### src/rtl/mac_dot_sequencer_if.sv
// Bundles the job-control, element-stream, MAC and result signals of the dot-product sequencer.
// master is the sequencer's view; slave is the surrounding system (source, MAC, sink).
interface mac_dot_sequencer_if #(
  parameter int WIDTH = 16,
  parameter int LEN_W = 16
);
  logic                      go;
  logic [LEN_W-1:0]          len;
  logic                      busy;
  logic                      err;

  logic                      in_valid;
  logic                      in_ready;
  logic signed [WIDTH-1:0]   in_a;
  logic signed [WIDTH-1:0]   in_b;

  logic                      mac_start;
  logic signed [WIDTH-1:0]   mac_a;
  logic signed [WIDTH-1:0]   mac_b;
  logic signed [2*WIDTH-1:0] mac_acc_in;
  logic signed [2*WIDTH-1:0] mac_acc_out;
  logic                      mac_valid;

  logic                      res_valid;
  logic                      res_ready;
  logic signed [2*WIDTH-1:0] res_data;

  modport master (
    input  go, len, in_valid, in_a, in_b, mac_acc_out, mac_valid, res_ready,
    output busy, err, in_ready, mac_start, mac_a, mac_b, mac_acc_in, res_valid, res_data
  );

  modport slave (
    output go, len, in_valid, in_a, in_b, mac_acc_out, mac_valid, res_ready,
    input  busy, err, in_ready, mac_start, mac_a, mac_b, mac_acc_in, res_valid, res_data
  );
endinterface

### src/rtl/mac_dot_sequencer.sv
// Streams (a,b) pairs into a 4-stage MAC, interleaving LANES partial sums to hide the
// accumulator feedback latency, then reduces the partials into one 2*WIDTH result.
module mac_dot_sequencer #(
  parameter int WIDTH = 16,
  parameter int LANES = 5,
  parameter int LEN_W = 16
) (
  input  logic                clk,
  input  logic                rst,
  mac_dot_sequencer_if.master io_bus
);
  localparam int ACC_W = 2 * WIDTH;
  localparam int PTR_W = (LANES > 1) ? $clog2(LANES) : 1;
  localparam logic [PTR_W-1:0] LAST_LANE = PTR_W'(LANES - 1);

  typedef enum logic [2:0] {
    S_IDLE,
    S_RUN,
    S_DRAIN,
    S_REDUCE,
    S_OUT
  } state_t;

  state_t                   r_state;
  state_t                   w_state_next;
  logic [LANES-1:0]         r_pending;
  logic [LANES-1:0]         w_pending_next;
  logic [PTR_W-1:0]         r_issue_ptr;
  logic [PTR_W-1:0]         r_ret_ptr;
  logic [PTR_W-1:0]         r_red_idx;
  logic [LEN_W-1:0]         r_len;
  logic [LEN_W-1:0]         r_issued;
  logic signed [ACC_W-1:0]  r_sum;
  logic                     r_err;
  logic signed [ACC_W-1:0]  w_lane [LANES];

  logic w_go_accept;
  logic w_in_ready;
  logic w_fire;
  logic w_ret;
  logic w_stray;
  logic w_drain_done;

  function automatic logic [PTR_W-1:0] ptr_inc(input logic [PTR_W-1:0] p);
    return (p == LAST_LANE) ? '0 : p + PTR_W'(1);
  endfunction

  assign w_go_accept  = (r_state == S_IDLE) && io_bus.go;
  assign w_fire       = w_in_ready && io_bus.in_valid;
  assign w_ret        = io_bus.mac_valid && r_pending[r_ret_ptr];
  assign w_stray      = io_bus.mac_valid && !r_pending[r_ret_ptr];
  assign w_drain_done = (r_state == S_DRAIN) && (r_pending == '0);

  always_ff @(posedge clk or posedge rst) begin
    if (rst) begin
      r_state <= S_IDLE;
    end else begin
      r_state <= w_state_next;
    end
  end

  // A lane whose result returns this cycle is still pending, so it is not reissued until next cycle.
  always_comb begin
    w_state_next = r_state;
    w_in_ready   = 1'b0;
    case (r_state)
      S_IDLE: begin
        if (io_bus.go) begin
          w_state_next = (io_bus.len != '0) ? S_RUN : S_OUT;
        end
      end
      S_RUN: begin
        w_in_ready = !r_pending[r_issue_ptr] && (r_issued < r_len);
        if (r_issued == r_len) begin
          w_state_next = S_DRAIN;
        end
      end
      S_DRAIN: begin
        if (r_pending == '0) begin
          w_state_next = S_REDUCE;
        end
      end
      S_REDUCE: begin
        if (r_red_idx == LAST_LANE) begin
          w_state_next = S_OUT;
        end
      end
      S_OUT: begin
        if (io_bus.res_ready) begin
          w_state_next = S_IDLE;
        end
      end
      default: w_state_next = S_IDLE;
    endcase
  end

  always_comb begin
    w_pending_next = r_pending;
    if (w_fire) begin
      w_pending_next[r_issue_ptr] = 1'b1;
    end
    if (w_ret) begin
      w_pending_next[r_ret_ptr] = 1'b0;
    end
  end

  always_ff @(posedge clk or posedge rst) begin
    if (rst) begin
      r_pending   <= '0;
      r_issue_ptr <= '0;
      r_ret_ptr   <= '0;
      r_issued    <= '0;
      r_len       <= '0;
      r_err       <= 1'b0;
    end else if (w_go_accept) begin
      r_pending   <= '0;
      r_issue_ptr <= '0;
      r_ret_ptr   <= '0;
      r_issued    <= '0;
      r_len       <= io_bus.len;
      r_err       <= 1'b0;
    end else begin
      r_pending <= w_pending_next;
      if (w_fire) begin
        r_issue_ptr <= ptr_inc(r_issue_ptr);
        r_issued    <= r_issued + LEN_W'(1);
      end
      if (w_ret) begin
        r_ret_ptr <= ptr_inc(r_ret_ptr);
      end
      if (w_stray) begin
        r_err <= 1'b1;
      end
    end
  end

  for (genvar gi = 0; gi < LANES; gi++) begin : g_lane
    logic signed [ACC_W-1:0] r_lane;

    always_ff @(posedge clk or posedge rst) begin
      if (rst) begin
        r_lane <= '0;
      end else if (w_go_accept) begin
        r_lane <= '0;
      end else if (w_ret && (r_ret_ptr == PTR_W'(gi))) begin
        r_lane <= io_bus.mac_acc_out;
      end
    end

    assign w_lane[gi] = r_lane;
  end

  // r_sum doubles as the result register, so it holds its value through IDLE.
  always_ff @(posedge clk or posedge rst) begin
    if (rst) begin
      r_sum     <= '0;
      r_red_idx <= '0;
    end else if (w_go_accept && (io_bus.len == '0)) begin
      r_sum <= '0;
    end else if (w_drain_done) begin
      r_sum     <= '0;
      r_red_idx <= '0;
    end else if (r_state == S_REDUCE) begin
      r_sum     <= r_sum + w_lane[r_red_idx];
      r_red_idx <= ptr_inc(r_red_idx);
    end
  end

  assign io_bus.busy       = (r_state != S_IDLE);
  assign io_bus.err        = r_err;
  assign io_bus.in_ready   = w_in_ready;
  assign io_bus.mac_start  = w_fire;
  assign io_bus.mac_a      = w_fire ? io_bus.in_a : '0;
  assign io_bus.mac_b      = w_fire ? io_bus.in_b : '0;
  assign io_bus.mac_acc_in = w_fire ? w_lane[r_issue_ptr] : '0;
  assign io_bus.res_valid  = (r_state == S_OUT);
  assign io_bus.res_data   = r_sum;
endmodule
### src/flat_wrapper.sv
// flat-port wrapper written by rule: the top's interface ports become plain ports
module mac_dot_sequencer_flat 
#(
  parameter int WIDTH = 16,
  parameter int LANES = 5,
  parameter int LEN_W = 16
)
  (clk, rst, io_bus_go, io_bus_len, io_bus_in_valid, io_bus_in_a, io_bus_in_b, io_bus_mac_acc_out, io_bus_mac_valid, io_bus_res_ready, io_bus_busy, io_bus_err, io_bus_in_ready, io_bus_mac_start, io_bus_mac_a, io_bus_mac_b, io_bus_mac_acc_in, io_bus_res_valid, io_bus_res_data);
  mac_dot_sequencer_if #(.WIDTH(WIDTH), .LEN_W(LEN_W)) io_bus_i ();
  input  logic clk;
  input  logic rst;
  input wire logic [$bits(io_bus_i.go)-1:0] io_bus_go;
  input wire logic [$bits(io_bus_i.len)-1:0] io_bus_len;
  input wire logic [$bits(io_bus_i.in_valid)-1:0] io_bus_in_valid;
  input wire logic [$bits(io_bus_i.in_a)-1:0] io_bus_in_a;
  input wire logic [$bits(io_bus_i.in_b)-1:0] io_bus_in_b;
  input wire logic [$bits(io_bus_i.mac_acc_out)-1:0] io_bus_mac_acc_out;
  input wire logic [$bits(io_bus_i.mac_valid)-1:0] io_bus_mac_valid;
  input wire logic [$bits(io_bus_i.res_ready)-1:0] io_bus_res_ready;
  output wire logic [$bits(io_bus_i.busy)-1:0] io_bus_busy;
  output wire logic [$bits(io_bus_i.err)-1:0] io_bus_err;
  output wire logic [$bits(io_bus_i.in_ready)-1:0] io_bus_in_ready;
  output wire logic [$bits(io_bus_i.mac_start)-1:0] io_bus_mac_start;
  output wire logic [$bits(io_bus_i.mac_a)-1:0] io_bus_mac_a;
  output wire logic [$bits(io_bus_i.mac_b)-1:0] io_bus_mac_b;
  output wire logic [$bits(io_bus_i.mac_acc_in)-1:0] io_bus_mac_acc_in;
  output wire logic [$bits(io_bus_i.res_valid)-1:0] io_bus_res_valid;
  output wire logic [$bits(io_bus_i.res_data)-1:0] io_bus_res_data;
  assign io_bus_i.go = io_bus_go;
  assign io_bus_i.len = io_bus_len;
  assign io_bus_i.in_valid = io_bus_in_valid;
  assign io_bus_i.in_a = io_bus_in_a;
  assign io_bus_i.in_b = io_bus_in_b;
  assign io_bus_i.mac_acc_out = io_bus_mac_acc_out;
  assign io_bus_i.mac_valid = io_bus_mac_valid;
  assign io_bus_i.res_ready = io_bus_res_ready;
  assign io_bus_busy = io_bus_i.busy;
  assign io_bus_err = io_bus_i.err;
  assign io_bus_in_ready = io_bus_i.in_ready;
  assign io_bus_mac_start = io_bus_i.mac_start;
  assign io_bus_mac_a = io_bus_i.mac_a;
  assign io_bus_mac_b = io_bus_i.mac_b;
  assign io_bus_mac_acc_in = io_bus_i.mac_acc_in;
  assign io_bus_res_valid = io_bus_i.res_valid;
  assign io_bus_res_data = io_bus_i.res_data;
  mac_dot_sequencer #(.WIDTH(WIDTH), .LANES(LANES), .LEN_W(LEN_W)) u_core (.clk(clk), .rst(rst), .io_bus(io_bus_i));
endmodule
### config.mk
export PLATFORM = sky130hd
export DESIGN_NAME = mac_dot_sequencer_flat
export DESIGN_NICKNAME = d
export VERILOG_FILES = /design/src/rtl/mac_dot_sequencer_if.sv /design/src/rtl/mac_dot_sequencer.sv /design/src/flat_wrapper.sv
export SDC_FILE = /design/constraint.sdc
export NUM_CORES = 1
export LEC_CHECK = 0
export BUFFER_PORTS_ARGS = -buffer_cell sky130_fd_sc_hd__clkbuf_2
export CAP_MARGIN = 20
export CORE_UTILIZATION = 31
export CTS_CLUSTER_DIAMETER = 120
export DETAILED_ROUTE_END_ITERATION = 7
export PLACE_DENSITY = 0.44
export RECOVER_POWER = 50
export SYNTH_ARGS = -nofsm -noshare
export SYNTH_HDL_FRONTEND = slang
export SYNTH_SLANG_ARGS = --single-unit
### constraint.sdc
create_clock -name clk -period 10.28 [get_ports clk]
set_input_delay 1.028 -clock clk [delete_from_list [all_inputs] [get_ports clk]]
set_output_delay 1.028 -clock clk [all_outputs]
set_load 0.05 [all_outputs]
Word level (Yosys, flattened, before mapping)

Index checks and enable logic that the tools add are counted.

Register bits: 242
Input bits: 86
Output and inout bits: 101
Word-level logic and storage cells: 136

$add $sub $neg: 5
Magnitude comparators: 7
Equal/unequal tests: 16
Mux-type cells: 54
Bitwise operators: 6
Reductions and logical operators: 34

Operators by type and width:

| operator                                                              | count |
|---|---|
| 32-bit two-way mux                                                    | 18 |
| 32-bit binary-select mux with 3-bit select                            | 2 |
| 16-bit two-way mux                                                    | 4 |
| 3-bit two-way mux                                                     | 15 |
| 32-bit adder                                                          | 1 |
| 2-bit nonzero test                                                    | 9 |
| 16-bit by 1-bit adder with 16-bit output, second input constant       | 1 |
| 16-bit equality test                                                  | 1 |
| 16-bit zero test                                                      | 1 |
| 16-bit < comparator                                                   | 1 |
| 16-bit nonzero test                                                   | 1 |
| 5-bit two-way mux                                                     | 3 |
| 3-bit one-hot mux with 5 select lines                                 | 1 |
| 1-bit logical AND                                                     | 14 |
| 3-bit by 2-bit equality test with 1-bit output, second input constant | 4 |
| 3-bit equality test, second input constant                            | 4 |
| 3-bit by 1-bit adder with 3-bit output, second input constant         | 3 |
| 4-bit >= comparator, second input constant                            | 2 |
| 3-bit by 4-bit < comparator with 1-bit output, second input constant  | 2 |
| 2-bit inequality test, second input constant                          | 4 |
| 3-bit inverter with 4-bit output                                      | 2 |
| 1-bit two-way mux                                                     | 7 |
| 1-bit binary-select mux with 3-bit select                             | 2 |
| 1-bit demux with 3-bit select                                         | 2 |
| 13 further kinds                                                      | 18 |

Logic depth before layout (Yosys ltp)

Gate-level depths: netlist of run 1.

Depth in word-level cells: 10
Depth in mapped cells: 16

Worst setup path after synthesis of run 1

Ideal clock, no wire load.

Path kind: register to output
From: register u_core.r_issued[5]
To: output io_bus_mac_acc_in[6]
Data arrival time: 2.662 ns
Path slack: 6.590 ns
Cell stages (with the launch flop): 9
Buffers on the path: 1
Cell sequence: dfrtp_1 > ha_1 > a21o_1 > a211oi_1 > nor2_1 > o31ai_2 > nand4_2 > clkbuf_1 > a21oi_1

Word-level cells in the longest chain between the ends: 5

Ends and longest elaborated chain:

| element                | line                     | text |
|---|---|---|
| start, declared        | mac_dot_sequencer.sv:32  | `logic [LEN_W-1:0] r_issued;` |
| start signal, assigned | mac_dot_sequencer.sv:126 | `r_issued <= r_issued + LEN_W'(1);` |
| 16-bit < comparator    | mac_dot_sequencer.sv:73  | `w_in_ready = !r_pending[r_issue_ptr] && (r_issued < r_len);` |
| 1-bit logical AND      | mac_dot_sequencer.sv:73  |  |
| 1-bit two-way mux      | mac_dot_sequencer.sv:66  | `case (r_state)` |
| 1-bit logical AND      | mac_dot_sequencer.sv:49  | `assign w_fire = w_in_ready && io_bus.in_valid;` |
| 32-bit two-way mux     | mac_dot_sequencer.sv:175 | `assign io_bus.mac_acc_in = w_fire ? w_lane[r_issue_ptr] : '0;` |
| end, declared          | flat_wrapper.sv:26       | `output wire logic [$bits(io_bus_i.mac_acc_in)-1:0] io_bus_mac_acc_in;` |

Every way passes these cells.

Worst setup path in the final report of run 1

From: register u_core.r_red_idx[0]
To: register u_core.r_sum[28] (netlist: u_core.io_bus.res_data[28])

Word-level cells in the longest chain between the ends: 8

Ends and longest elaborated chain:

| element                                                | line                     | text |
|---|---|---|
| start, declared                                        | mac_dot_sequencer.sv:30  | `logic [PTR_W-1:0] r_red_idx;` |
| start signal, assigned                                 | mac_dot_sequencer.sv:165 | `r_red_idx <= ptr_inc(r_red_idx);` |
| 3-bit inverter with 4-bit output (not written as such) | mac_dot_sequencer.sv:164 | `r_sum <= r_sum + w_lane[r_red_idx];` |
| 32-bit binary-select mux with 3-bit select             | mac_dot_sequencer.sv:164 |  |
| 32-bit two-way mux (not written as such) (2 in series) | mac_dot_sequencer.sv:164 |  |
| 32-bit adder                                           | mac_dot_sequencer.sv:164 |  |
| 32-bit two-way mux                                     | mac_dot_sequencer.sv:163 | `end else if (r_state == S_REDUCE) begin` |
| 32-bit two-way mux                                     | mac_dot_sequencer.sv:160 | `end else if (w_drain_done) begin` |
| 32-bit two-way mux                                     | mac_dot_sequencer.sv:158 | `end else if (w_go_accept && (io_bus.len == '0)) begin` |
| end signal, assigned                                   | mac_dot_sequencer.sv:164 |  |
| end, declared                                          | mac_dot_sequencer.sv:33  | `logic signed [ACC_W-1:0] r_sum;` |

Every way passes these cells. The select of a mux whose other input is x is not followed.
A chain may end at the register's enable or synchronous reset.

==> impl_summary.txt, run 1 <==
----------------------------------------------------
[Clock tree]
  Post-CTS clock slew at the launch and capture registers of the worst setup and hold paths ... 0.06 ns
  Total of cells resized after clock tree synthesis ... 0
  TritonCTS Buffers ... 30
  Bufs on Longest Clock Path ... 3
  Library cell used as clock root buffer ... sky130_fd_sc_hd__clkbuf_16
  Hold buffers post-CTS ... 0
  Level count of the clock H-tree ... 1
  # Post-CTS Setup Buffers ... 0
  Worst-Skew Late Latency ... 0.58 ns
  CTS tree ... done
  Number of sinks driven by the clock tree ... around 240

[STA]
  Unrepaired setup endpoints after global routing ... no
  Clock Skew ... approximately 0.02 ns
  Shortest clock period the worst path allows after layout ... roughly 6.7 ns
  Worst max-slew margin expressed relative to the limit ... -297%
  Post-Route Hold Slack ... roughly 0.5 ns
  Share of the cycle needed by the critical path after routing ... 65.6%
  Count of endpoints failing setup in the final report ... 0
  Number of endpoints with negative hold slack in the final report ... 0
  Number of pins with negative max-slew slack in the final report ... 390
  Setup TNS ... 0 ns
  Fmax ... 148 MHz
  Pin slew with the least headroom to its limit ... just under 6 ns

[Yosys]
  Count of mapped cells out of synthesis ... 1626
  Fraction of synthesis flops using an asynchronous set or reset pin ... 100%
  Post-synthesis cell type count ... 69
  Number of synthesis warnings ... 0
  Post-Synthesis Cell Area ... 14900 sq um
  Post-synthesis average cell area ... 9.18 sq um
  Post-synth top flop ... sky130_fd_sc_hd__dfrtp_1
  Cell type with the highest aggregate area in the netlist ... sky130_fd_sc_hd__dfrtp_1
  Count of flip-flops with a built-in enable after synthesis ... 0
  Sequential cell area fraction in the yosys report ... 40.6%
  Area fraction of the dominant cell type after synthesis ... 40.6%
  Seq cells post-synth ... 242
  Syn nets ... roughly 1800
  Synth top area cells ... sky130_fd_sc_hd__dfrtp_1 (41%), sky130_fd_sc_hd__mux2i_1 (12%), sky130_fd_sc_hd__nand2_1 (5.3%), sky130_fd_sc_hd__ha_1 (4.8%), sky130_fd_sc_hd__nor2_1 (4.6%)

[Power and ir drop]
  Overall power ... 5.33 mW
  Worst IR drop on VDD ... 0.129 mV
  Standby leakage power ... 8.45 nW
  Power density of the placed cells ... 307 nW/um^2

[Critical path]
  Slowest CP cell ... sky130_fd_sc_hd__clkbuf_1
  Startpoint of the lowest-slack register-to-register path ... u_core.r_red_idx[0]
  Crit path required time ... 10.73 ns
  Endpoint type of the worst setup path ... register
  Worst stage delay on the critical path ... 2.43 ns
  Arr. time, crit path ... around 7.2 ns
  Startpoint Class ... register
  Crit path max fanout ... 59
  Crit-path cells ... clkbuf_1, inv_1, nor2_1, buf_4, a21oi_1, o22ai_1, ha_1, and2_1, nor2b_1, a211oi_1, a21boi_0, a211oi_1, o31a_1, a31oi_1
  Class of the most critical setup path ... reg2reg
  Launching element of the worst setup path ... u_core.r_red_idx[0]
  Worst path most repeated cell ... sky130_fd_sc_hd__a211oi_1
  R2R Setup Slk ... 3.53 ns

[Global route]
  GRT Util Overall ... between 15 and 20%
  Total congestion overflow ... 0
  Largest net degree at the start of global routing ... about 130
  Global-route wire length before repair ... between 70 and 80 mm
  Vias in the first global route ... 12300
  Initial antenna violation count ... 1

[Route]
  Count of antenna-violating nets left after detailed routing ... 0
  Sum of routed wire length over all layers ... 49.0 mm
  Wire per inst ... around 20 microns
  Detailed-routing iteration count for the pre-antenna-repair pass ... 5
  Final routed DRC violation total ... 0
  Vias/cell ... 5.30
  First DRT Iteration DRCs ... about 840
  Via Count ... 12700

[Worst hold path]
  Worst Min Path Start ... u_core.io_bus.err
  Worst hold path type ... reg2reg

[Floorplan]
  Initial core utilization ... 31.3%
  Die Y ... 221 microns
  Die Wd ... 221 microns
  Area enclosed by the die boundary ... just under 50000 sq um
  Row cnt ... 80
  Count of boundary I/O pins ... 187
  Floorplan Core Area ... 47600 sq um

[Outcome]
  Run status ... finished with violations
  Violated checks ... capacitance limit, slew limit

[Place]
  Detailed placer's ending HPWL ... 32.6 mm
  Number of I/O port buffers ... 186
  Final Wtd Congestion ... 0.806

[Finish]
  Share of final-layout standard cells stronger than drive strength 1 ... between 15 and 20%
  Fillers ... 4873
  Area occupied by multi-input gates ... 8300 sq um
  Number of diodes ... 0
  Util after Layout ... 36.5%
  Register Area ... 6060 sq um
  Area added between synthesis and finish ... 16.4%
  Net total in the final layout ... 1898

[Run]
  Number of maximum-capacitance violations ... 5

----------------------------------------------------
-- placed cells by master (no fill, tap or decap), types with 11 or more instances in the layout --
cell                          n
sky130_fd_sc_hd__dfrtp_1    240
sky130_fd_sc_hd__o22a_1      16
sky130_fd_sc_hd__and3_1      19
sky130_fd_sc_hd__xor2_1      14
sky130_fd_sc_hd__nor2_1     183
sky130_fd_sc_hd__o21ai_0    135
sky130_fd_sc_hd__o31ai_1     11
sky130_fd_sc_hd__clkbuf_2   152
sky130_fd_sc_hd__and2_1      38
sky130_fd_sc_hd__mux2i_1    176
sky130_fd_sc_hd__ha_1        57
sky130_fd_sc_hd__mux4_2      27
sky130_fd_sc_hd__o22ai_1     37
sky130_fd_sc_hd__nand3_1     19
sky130_fd_sc_hd__inv_1       37
sky130_fd_sc_hd__buf_4       17
sky130_fd_sc_hd__a21o_1      11
sky130_fd_sc_hd__nor3_1      12
sky130_fd_sc_hd__nand4_1     14
sky130_fd_sc_hd__nand2_1    205
sky130_fd_sc_hd__o21a_1      12
sky130_fd_sc_hd__a22oi_1     33
sky130_fd_sc_hd__clkbuf_16   31
sky130_fd_sc_hd__a21oi_1     83
sky130_fd_sc_hd__clkbuf_1    39
-- logic make-up (layout without fill, tap and decap cells) --
logic type                 count (synthesis)  in the layout  share of synthesized area (%)
and+or+nand+nor                          543            543                           16.3
AOI/OAI and AO/OA                        407            407                           16.9
DFF                                      242            242                           40.6
muxes                                    206            206                           16.1
buffers and inverters                    151            302                           4.10
adders and majority gates                 58             58                           4.91
xor gates and xnor gates                  19             19                           1.11
-- final cells by class --
| cell class | instances | share of cell area, % |
|---|---|---|
| clock buffers | 43 | 5.30 |
| clock inverters | 12 | 0.554 |
| inverters | 39 | 0.850 |
| multi-input cells | 1233 | 47.8 |
| flip-flops and latches | 242 | 34.9 |
| well taps | 615 | 4.43 |
| repair buffers | 208 | 6.23 |
-- synthesized netlist by cell type, types with 14 or more instances --
master	number
sky130_fd_sc_hd__and2_1	39
sky130_fd_sc_hd__inv_1	38
sky130_fd_sc_hd__ha_1	57
sky130_fd_sc_hd__clkbuf_1	78
sky130_fd_sc_hd__xor2_1	14
sky130_fd_sc_hd__dfrtp_1	242
sky130_fd_sc_hd__mux4_2	27
sky130_fd_sc_hd__mux2i_1	176
sky130_fd_sc_hd__a21oi_1	83
sky130_fd_sc_hd__o22a_1	16
sky130_fd_sc_hd__nand2_1	209
sky130_fd_sc_hd__buf_2	24
sky130_fd_sc_hd__nor2_1	183
sky130_fd_sc_hd__o22ai_1	37
sky130_fd_sc_hd__and3_1	19
sky130_fd_sc_hd__nand3_1	19
sky130_fd_sc_hd__o21ai_0	135
sky130_fd_sc_hd__a22oi_1	33
sky130_fd_sc_hd__nand4_1	14
-- where the power goes --
group	total (mW)	internal, mW	leakage, nW	switching (mW)
logic	2.58	0.922	4.76	1.66
registers	1.66	1.31	3.19	0.348
clock network	1.09	0.644	0.503	0.444
total	5.33	2.88	8.45	2.45
-- worst max-delay path, delay by kind of cell (launching register included) --
family                     cells  cell delay [ns]
DFF                            1             0.86
and+or+nand+nor                3             0.57
buffers and inverters          3             3.12
adders and majority gates      1             0.41
AOI/OAI and AO/OA              7             1.62
-- layer usage --
metal / vias up / wire [microns] / GRT usage, %
met1: 6185 / 23400 / 28.6
li1: 6127 / - / -
met5: - / 9 / 0
met3: 67 / 2210 / 2.71
met4: 2 / 1010 / 4.37
met2: 300 / 22400 / 31.7
-- flip-flops by register name (all words and copies together), names as in the netlist, 3 cells and up --
name,cells
u_core.r_issued,16
u_core.io_bus.res_data,32
u_core.r_len,16
u_core.r_red_idx,3
u_core.g_lane.r_lane,160
u_core.r_state,3
u_core.r_ret_ptr,3
u_core.r_issue_ptr,3
u_core.r_pending,5
-- final timing paths --
kind                                          endpoint  cells past startpoint
setup / recovery            u_core.io_bus.res_data[28]                     14
hold / removal                       u_core.io_bus.err                      2
setup reg to reg            u_core.io_bus.res_data[28]                     14
hold reg to reg                      u_core.io_bus.err                      2
max in group asynchronous        u_core.r_issue_ptr[1]                      4
min in group asynchronous  u_core.g_lane[0].r_lane[27]                      2
-- through the flow --
step | cell area (sq um) | setup slack, ns | instances
after CTS | 17400 | 4.92 | 2391
final | 17400 | 3.53 | 2392
after global placement | 16400 | 5.61 | 2335
after floorplan | 14900 | 2.61 | 1626
after global routing | 17400 | 2.97 | 2392
after detailed placement | 16400 | 5.54 | 2336
No activity file was read; power rests on OpenSTA's default activity.
==> run 2: changes to the inputs <==
Clock period 10.28 ns to 6.3 ns, I/O delays scaled along.
==> run 2 against run 1 <==
Net effect:
- via count increased by 0.59%
- critical path type unchanged
- global-route usage increased by 0.17 points
- non-clock buffer count unchanged
- largest power group unchanged
- first-iteration DRC count decreased by 11%
- critical path depth decreased by 9
- sequential share of layout area increased by 0.20 points
- fmax increased by 32%
- design area decreased by 0.49%
- worst setup slack got worse by 2.3 ns
- wire length increased by 0.79%
- total power increased by 62%
- the flow still finishes with violations (capacitance limit, slew limit)
==> impl_summary.txt, run 2 (same netlist as run 1, synthesis figures left out) <==
----------------------------------------------------
[Clock tree]
  CTS tree ... done
  TritonCTS Buffers ... 31
  Worst-Skew Late Latency ... between 0.5 and 0.6 ns
  Total of cells resized after clock tree synthesis ... 0
  Bufs on Longest Clock Path ... 3
  Level count of the clock H-tree ... 1
  Hold buffers post-CTS ... 0
  Library cell used as clock root buffer ... sky130_fd_sc_hd__clkbuf_16
  Number of sinks driven by the clock tree ... 242
  Post-CTS clock slew at the launch and capture registers of the worst setup and hold paths ... 0.06 ns
  # Post-CTS Setup Buffers ... 0

[Route]
  Vias/cell ... 5.34
  Count of antenna-violating nets left after detailed routing ... 0
  Via Count ... 12800
  Wire per inst ... ~21 microns
  Detailed-routing iteration count for the pre-antenna-repair pass ... 5
  Sum of routed wire length over all layers ... 49.4 mm
  Final routed DRC violation total ... 0
  First DRT Iteration DRCs ... between 700 and 800

[Floorplan]
  Count of boundary I/O pins ... 187
  Area enclosed by the die boundary ... 49000 sq um
  Initial core utilization ... 31.3%
  Die Y ... between 200 and 250 microns
  Die Wd ... 221 microns
  Floorplan Core Area ... 47600 sq um
  Row cnt ... 80

[Power and ir drop]
  Worst IR drop on VDD ... 0.221 mV
  Power density of the placed cells ... around 500 nW/um^2
  Switching share of power ... 46.5%
  Overall power ... 8.62 mW
  Portion of total power attributed to the clock network ... 19.9%
  Net load switching power ... around 4 mW
  Portion of total power attributed to combinational logic ... between 40% and 50%
  Standby leakage power ... 8.42 nW
  Internal Dissipation ... roughly 4.6 mW
  Register share of total power ... 31.6%

[Critical path]
  Startpoint of the lowest-slack register-to-register path ... u_core.r_state[0]
  Slowest CP cell ... sky130_fd_sc_hd__and2_1
  Endpoint type of the worst setup path ... register
  Worst reg-to-reg path cell count ... 5
  Worst stage delay on the critical path ... 2.63 ns
  Arr. time, crit path ... 5.58 ns
  Class of the most critical setup path ... reg2reg
  Startpoint Class ... register
  Crit path max fanout ... 83
  Crit path required time ... 6.77 ns
  Kind of cell with the highest combined delay on the critical path ... simple AND/OR/NAND/NOR gates
  Bufs and invs on worst path ... 1
  Capturing point of the worst reg2reg path ... u_core.r_issued[4]
  R2R Setup Slk ... between 1 and 1.5 ns
  Crit-path cells ... nor3_1, and2_1, buf_4, nor4_1, or2_1

[Finish]
  Fillers ... approximately 4900
  Flip-flop count of the largest register, all copies and words added ... 160
  Net total in the final layout ... 1899
  Largest register by flop count ... u_core.g_lane.r_lane
  Commonest non-fill, non-tap cells in the layout ... sky130_fd_sc_hd__dfrtp_1 (238), sky130_fd_sc_hd__nand2_1 (205), sky130_fd_sc_hd__nor2_1 (183), sky130_fd_sc_hd__mux2i_1 (176), sky130_fd_sc_hd__clkbuf_2 (153)
  Most common cell after layout, fill and taps aside ... sky130_fd_sc_hd__dfrtp_1
  Area of all placed cells without fillers ... 17300 sq um
  Area added between synthesis and finish ... 15.8%
  Share of final-layout standard cells stronger than drive strength 1 ... 15.2%

[Worst hold path]
  Worst hold path type ... in2reg
  Worst Min Path Start ... io_bus_len[0]
  Min-Delay Endpoint ... u_core.r_len[0]
  Hold-critical path depth ... 3

[STA]
  Worst setup margin ... 1.18 ns
  Fmax ... 195 MHz
  Number of endpoints with negative hold slack in the final report ... 0
  Pin slew with the least headroom to its limit ... 3.69 ns
  Number of pins with negative max-slew slack in the final report ... 303
  Shortest clock period the worst path allows after layout ... around 5.1 ns
  Clock Skew ... between 0.01 and 0.015 ns
  Unrepaired setup endpoints after global routing ... no
  Post-Route Hold Slack ... 0.267 ns
  Count of endpoints failing setup in the final report ... 0
  Setup TNS ... 0 ns
  Share of the cycle needed by the critical path after routing ... 81.2%
  Worst max-slew margin expressed relative to the limit ... -146%

[Global route]
  Vias in the first global route ... 12600
  Initial antenna violation count ... 1
  Total congestion overflow ... 0
  Global-route wire length before repair ... 76.8 mm
  Largest net degree at the start of global routing ... 134
  GRT Util Overall ... 20.1%

[Place]
  Final Wtd Congestion ... 0.820
  Total cell area at the placement stage ... 16400 sq um
  Number of I/O port buffers ... approximately 190
  Detailed placer's ending HPWL ... 32.5 mm
  Setup slack at placement ... between 1.5 and 2 ns

[Outcome]
  Violated checks ... capacitance limit, slew limit
  Run status ... finished with violations

[Run]
  Number of maximum-capacitance violations ... 4

----------------------------------------------------
-- run 2: changes by cell type in the layout (fill, tap and decap cells not counted), moves of 2 or more --
cell | before | now
sky130_fd_sc_hd__buf_16 | 2 | 0
sky130_fd_sc_hd__clkbuf_1 | 39 | 43
sky130_fd_sc_hd__clkbuf_8 | 10 | 3
sky130_fd_sc_hd__clkinv_2 | 7 | 9
sky130_fd_sc_hd__clkinvlp_4 | 3 | 0
sky130_fd_sc_hd__dfrtp_1 | 240 | 238
-- run 2: layout make-up --
type                            instances  area (sq um)  area share (%)
Multi-Input combinational cell       1233          8310            48.0
Sequential cell                       242          6060            35.1
Timing Repair Buffer                  208          1040            6.01
Clock buffer                           40           840            4.85
Tap cell                              615           769            4.45
Inverter                               39           148           0.854
Clock inverter                         13           123           0.709
Antenna cell                            1          2.50          0.0145
-- run 2: layer usage --
metal	up-vias	wire, microns	global-route usage (%)
met5	-	0	0
met4	0	868	4.48
met3	52	2410	3.32
met2	279	22800	31.9
met1	6331	23300	28.4
li1	6094	-	-
-- run 2: worst max-delay path by stage --
| stage | startpoint | endpoint | slack, ns | cells past startpoint |
|---|---|---|---|---|
| 2_1_floorplan | rst | u_core.g_lane[0].r_lane[0] | 2.49 | 1 |
| 6_report | u_core.r_state[0] | u_core.r_issued[4] | 1.18 | 5 |
| 3_3_place_gp | u_core.r_issue_ptr[1] | io_bus_mac_acc_in[24] | 2.05 | 7 |
| 4_1_cts | u_core.r_issue_ptr[1] | io_bus_mac_acc_in[24] | 1.35 | 7 |
| 5_1_grt | u_core.r_state[0] | u_core.r_issued[4] | 0.65 | 5 |
| 3_5_place_dp | u_core.r_issue_ptr[1] | io_bus_mac_acc_in[24] | 1.96 | 7 |
-- run 2: per-stage QoR --
stage,util [%],cells
after global routing,36.3,2391
after floorplan,-,1626
after global placement,34.4,2337
final,36.3,2391
after detailed placement,34.4,2337
after CTS,36.4,2390
-- run 2: tightest hold or removal path, cell delays in order --
cell and delay (ns):
sky130_fd_sc_hd__clkbuf_2 0.10, sky130_fd_sc_hd__nand2_1 0.05, sky130_fd_sc_hd__nand2_1 0.05
-- run 2: power groups by stage --
stage	Combinational [mW]	Clock, mW	Sequential (mW)
after floorplan	3.01	0	2.70
after global placement	4.18	0	2.73
after detailed placement	4.21	0	2.74
after CTS	4.22	1.77	2.71
after global routing	4.63	1.83	2.81
final	4.18	1.72	2.72
==> run 3: changes to the inputs <==
Settings changed: ABC_AREA set to 1, PLACE_DENSITY 0.44 to 0.46.
Clock period 6.3 ns to 4.3 ns, I/O delays scaled along.
==> run 3 against run 2 <==
Net effect:
- the run still ends with capacitance limit, slew limit left
- wire length rose by 12%
- first-iteration DRC count up 64%
- largest cell class unchanged
- worst setup slack worse by 0.72 ns
- clock power is 66% higher
- sequential cell count did not move
- non-clock buffer count is 20 higher
- critical endpoint is now io_bus_mac_acc_in[1]
- combinational power is 97% lower
- via count rose by 19%
- highest routed layer unchanged
==> impl_summary.txt, run 3 <==
----------------------------------------------------
[STA]
  Post-Route Hold Slack ... 0.150 ns
  Worst max-slew margin expressed relative to the limit ... -47.3%
  Count of endpoints failing setup in the final report ... 0
  Number of endpoints with negative hold slack in the final report ... 0
  Setup TNS ... 0 ns
  Shortest clock period the worst path allows after layout ... 3.84 ns
  Fmax ... around 260 MHz
  Pin slew with the least headroom to its limit ... 2.21 ns
  Unrepaired setup endpoints after global routing ... no
  Share of the cycle needed by the critical path after routing ... 89.2%
  Clock Skew ... just over 0.02 ns
  Number of pins with negative max-slew slack in the final report ... 188

[Critical path]
  Endpoint type of the worst setup path ... output pin
  R2R Setup Slk ... around 0.59 ns
  Startpoint of the lowest-slack register-to-register path ... u_core.r_state[0]
  Crit path required time ... ~3.9 ns
  Slowest CP cell ... sky130_fd_sc_hd__inv_2
  Worst stage delay on the critical path ... 0.91 ns
  Capturing point of the worst reg2reg path ... u_core.r_issued[10]
  Crit-path cells ... nand3_1, inv_2, a22oi_1, o2111ai_1, nor2_1, clkbuf_2
  Crit path max fanout ... 28
  Startpoint Class ... register
  Arr. time, crit path ... about 3.4 ns
  Class of the most critical setup path ... reg2out
  Worst reg-to-reg path cell count ... 6

[Route]
  Vias/cell ... approximately 4.8
  Sum of routed wire length over all layers ... 55.4 mm
  Wire per inst ... around 18 microns
  Final routed DRC violation total ... 0
  Via Count ... 15200
  Detailed-routing iteration count for the pre-antenna-repair pass ... 8
  First DRT Iteration DRCs ... 1219
  Count of antenna-violating nets left after detailed routing ... 0

[Yosys]
  Area fraction of the dominant cell type after synthesis ... 38.3%
  Post-synthesis average cell area ... between 6 and 7 sq um
  Sequential cell area fraction in the yosys report ... between 30% and 40%
  Cell type with the highest aggregate area in the netlist ... sky130_fd_sc_hd__dfrtp_1
  Count of flip-flops with a built-in enable after synthesis ... 0
  Synth top area cells ... sky130_fd_sc_hd__dfrtp_1 (38%), sky130_fd_sc_hd__nand2_1 (15%), sky130_fd_sc_hd__inv_1 (9.4%), sky130_fd_sc_hd__o21ai_0 (9.3%), sky130_fd_sc_hd__ha_1 (4.5%)
  Post-synthesis cell type count ... 46
  Fraction of synthesis flops using an asynchronous set or reset pin ... 100%
  Count of mapped cells out of synthesis ... 2284
  Post-synth top flop ... sky130_fd_sc_hd__dfrtp_1
  Most common library cells after synthesis ... sky130_fd_sc_hd__nand2_1 (616), sky130_fd_sc_hd__inv_1 (395), sky130_fd_sc_hd__o21ai_0 (293), sky130_fd_sc_hd__dfrtp_1 (242), sky130_fd_sc_hd__nor2_1 (126)
  Seq cells post-synth ... 242
  Number of synthesis warnings ... 0
  Cell with the most instances after synthesis ... sky130_fd_sc_hd__nand2_1
  Post-Synthesis Cell Area ... 15800 sq um
  Syn nets ... between 2000 and 2500

[Worst hold path]
  Hold-critical path depth ... 3
  Min-Delay Endpoint ... u_core.r_len[5]
  Worst Min Path Start ... io_bus_len[5]
  Worst hold path type ... in2reg

[Finish]
  Share of final-layout standard cells stronger than drive strength 1 ... 12.1%
  Largest register by flop count ... u_core.g_lane.r_lane
  Commonest non-fill, non-tap cells in the layout ... sky130_fd_sc_hd__nand2_1 (616), sky130_fd_sc_hd__inv_1 (393), sky130_fd_sc_hd__o21ai_0 (293), sky130_fd_sc_hd__dfrtp_1 (241), sky130_fd_sc_hd__clkbuf_2 (152)
  Flip-flop count of the largest register, all copies and words added ... 160
  Number of diodes ... 0
  Most common cell after layout, fill and taps aside ... sky130_fd_sc_hd__nand2_1
  Area added between synthesis and finish ... 17.3%
  Final non-filler cell total ... 3142
  Net total in the final layout ... 2590

[Global route]
  Total congestion overflow ... 0
  Initial antenna violation count ... 0
  Largest net degree at the start of global routing ... 130
  GRT Util Overall ... 21.4%
  Global-route wire length before repair ... 86.9 mm
  Vias in the first global route ... 14800

[Clock tree]
  Worst-Skew Late Latency ... 0.55 ns
  Library cell used as clock root buffer ... sky130_fd_sc_hd__clkbuf_16
  CTS tree ... done
  Level count of the clock H-tree ... 2
  Total of cells resized after clock tree synthesis ... 0
  Bufs on Longest Clock Path ... 3
  TritonCTS Buffers ... 34
  Number of sinks driven by the clock tree ... 242
  Post-CTS clock slew at the launch and capture registers of the worst setup and hold paths ... 0.06 ns

[Floorplan]
  Count of boundary I/O pins ... 187
  Area enclosed by the die boundary ... 51900 sq um
  Die Y ... 228 microns
  Floorplan Core Area ... 50200 sq um
  Row cnt ... about 80
  Die Wd ... 228 microns
  Initial core utilization ... 31.5%

[Place]
  Detailed placer's ending HPWL ... 38.1 mm
  Number of I/O port buffers ... 186
  Instance count after placement with tap cells included ... around 3000
  Final Wtd Congestion ... ~0.88

[Outcome]
  Run status ... finished with violations
  Violated checks ... capacitance limit, slew limit

[Power and ir drop]
  Standby leakage power ... 9.72 nW
  Worst IR drop on VDD ... approximately 0.21 mV
  Power density of the placed cells ... roughly 280 nW/um^2
  Overall power ... 5.28 mW

[Run]
  Number of maximum-capacitance violations ... 3

----------------------------------------------------
-- run 3: metrics by stage --
step / setup slack (ns) / utilization [%] / instance area, sq um
3_3_place_gp: 0.907 / 34.7 / 17400
4_1_cts: 0.411 / 37.1 / 18600
3_5_place_dp: 0.856 / 34.8 / 17500
2_1_floorplan: 0.694 / - / 15800
5_1_grt: 0.131 / 36.9 / 18500
6_report: 0.463 / 36.9 / 18500
-- run 3: cell families after synthesis --
kind of cell / after synthesis / share of synthesized area (%)
buffers and inverters: 521 / 13.3
adder cells (fa/ha/maj): 58 / 4.64
XOR/XNOR: 20 / 1.11
flip-flops: 242 / 38.3
AND/OR/NAND/NOR: 934 / 24.8
AO/OA/AOI/OAI: 509 / 17.8
-- run 3: worst max-delay path: cells and delay by family (launching register included) --
family,cells,cell delay [ns]
flops,1,0.55
buf+inv,2,1.20
simple gates,2,0.75
compound gates,2,0.35
-- run 3: timing repair --
item / in CTS / in global routing
buffers inserted: 0 / 0
endpoints found under the hold margin: 19 / 0
hold buffers: 1 / 0
-- run 3: worst max-delay path by stage --
stage	startpoint	to	slack [ns]	cells after the start
2_1_floorplan	rst	u_core.g_lane[0].r_lane[0]	0.69	1
3_3_place_gp	u_core.r_red_idx[0]	u_core.io_bus.res_data[19]	0.91	15
3_5_place_dp	u_core.r_red_idx[0]	u_core.io_bus.res_data[19]	0.86	15
4_1_cts	u_core.r_issued[9]	io_bus_mac_acc_in[27]	0.41	10
5_1_grt	u_core.r_state[2]	u_core.r_issued[10]	0.13	6
6_report	u_core.r_issue_ptr[0]	io_bus_mac_acc_in[1]	0.46	6
-- run 3: cell type report --
type                            instances  area, sq um
Fill cell                            5379        31600
Clock inverter                         10          100
Clock buffer                           50         1030
Inverter                              419         1580
Multi-Input combinational cell       1521         7650
Timing Repair Buffer                  228         1270
Tap cell                              672          841
Sequential cell                       242         6060
-- run 3: layer usage --
layer | vias to the layer above | part of all wire (%) | wire [microns] | GRT usage (%)
met5 | - | 0 | 0 | 0
met4 | 0 | 4.0 | 2230 | 9.25
met3 | 81 | 4.3 | 2390 | 2.75
met2 | 368 | 45 | 25100 | 34.1
met1 | 7165 | 46 | 25700 | 29.1
li1 | 7602 | - | - | -
-- run 3: power breakdown --
group          internal, mW  switching, mW  total [mW]
logic                0.0400          0.103       0.143
clock network          1.73           1.13        2.86
registers              2.28              0        2.28
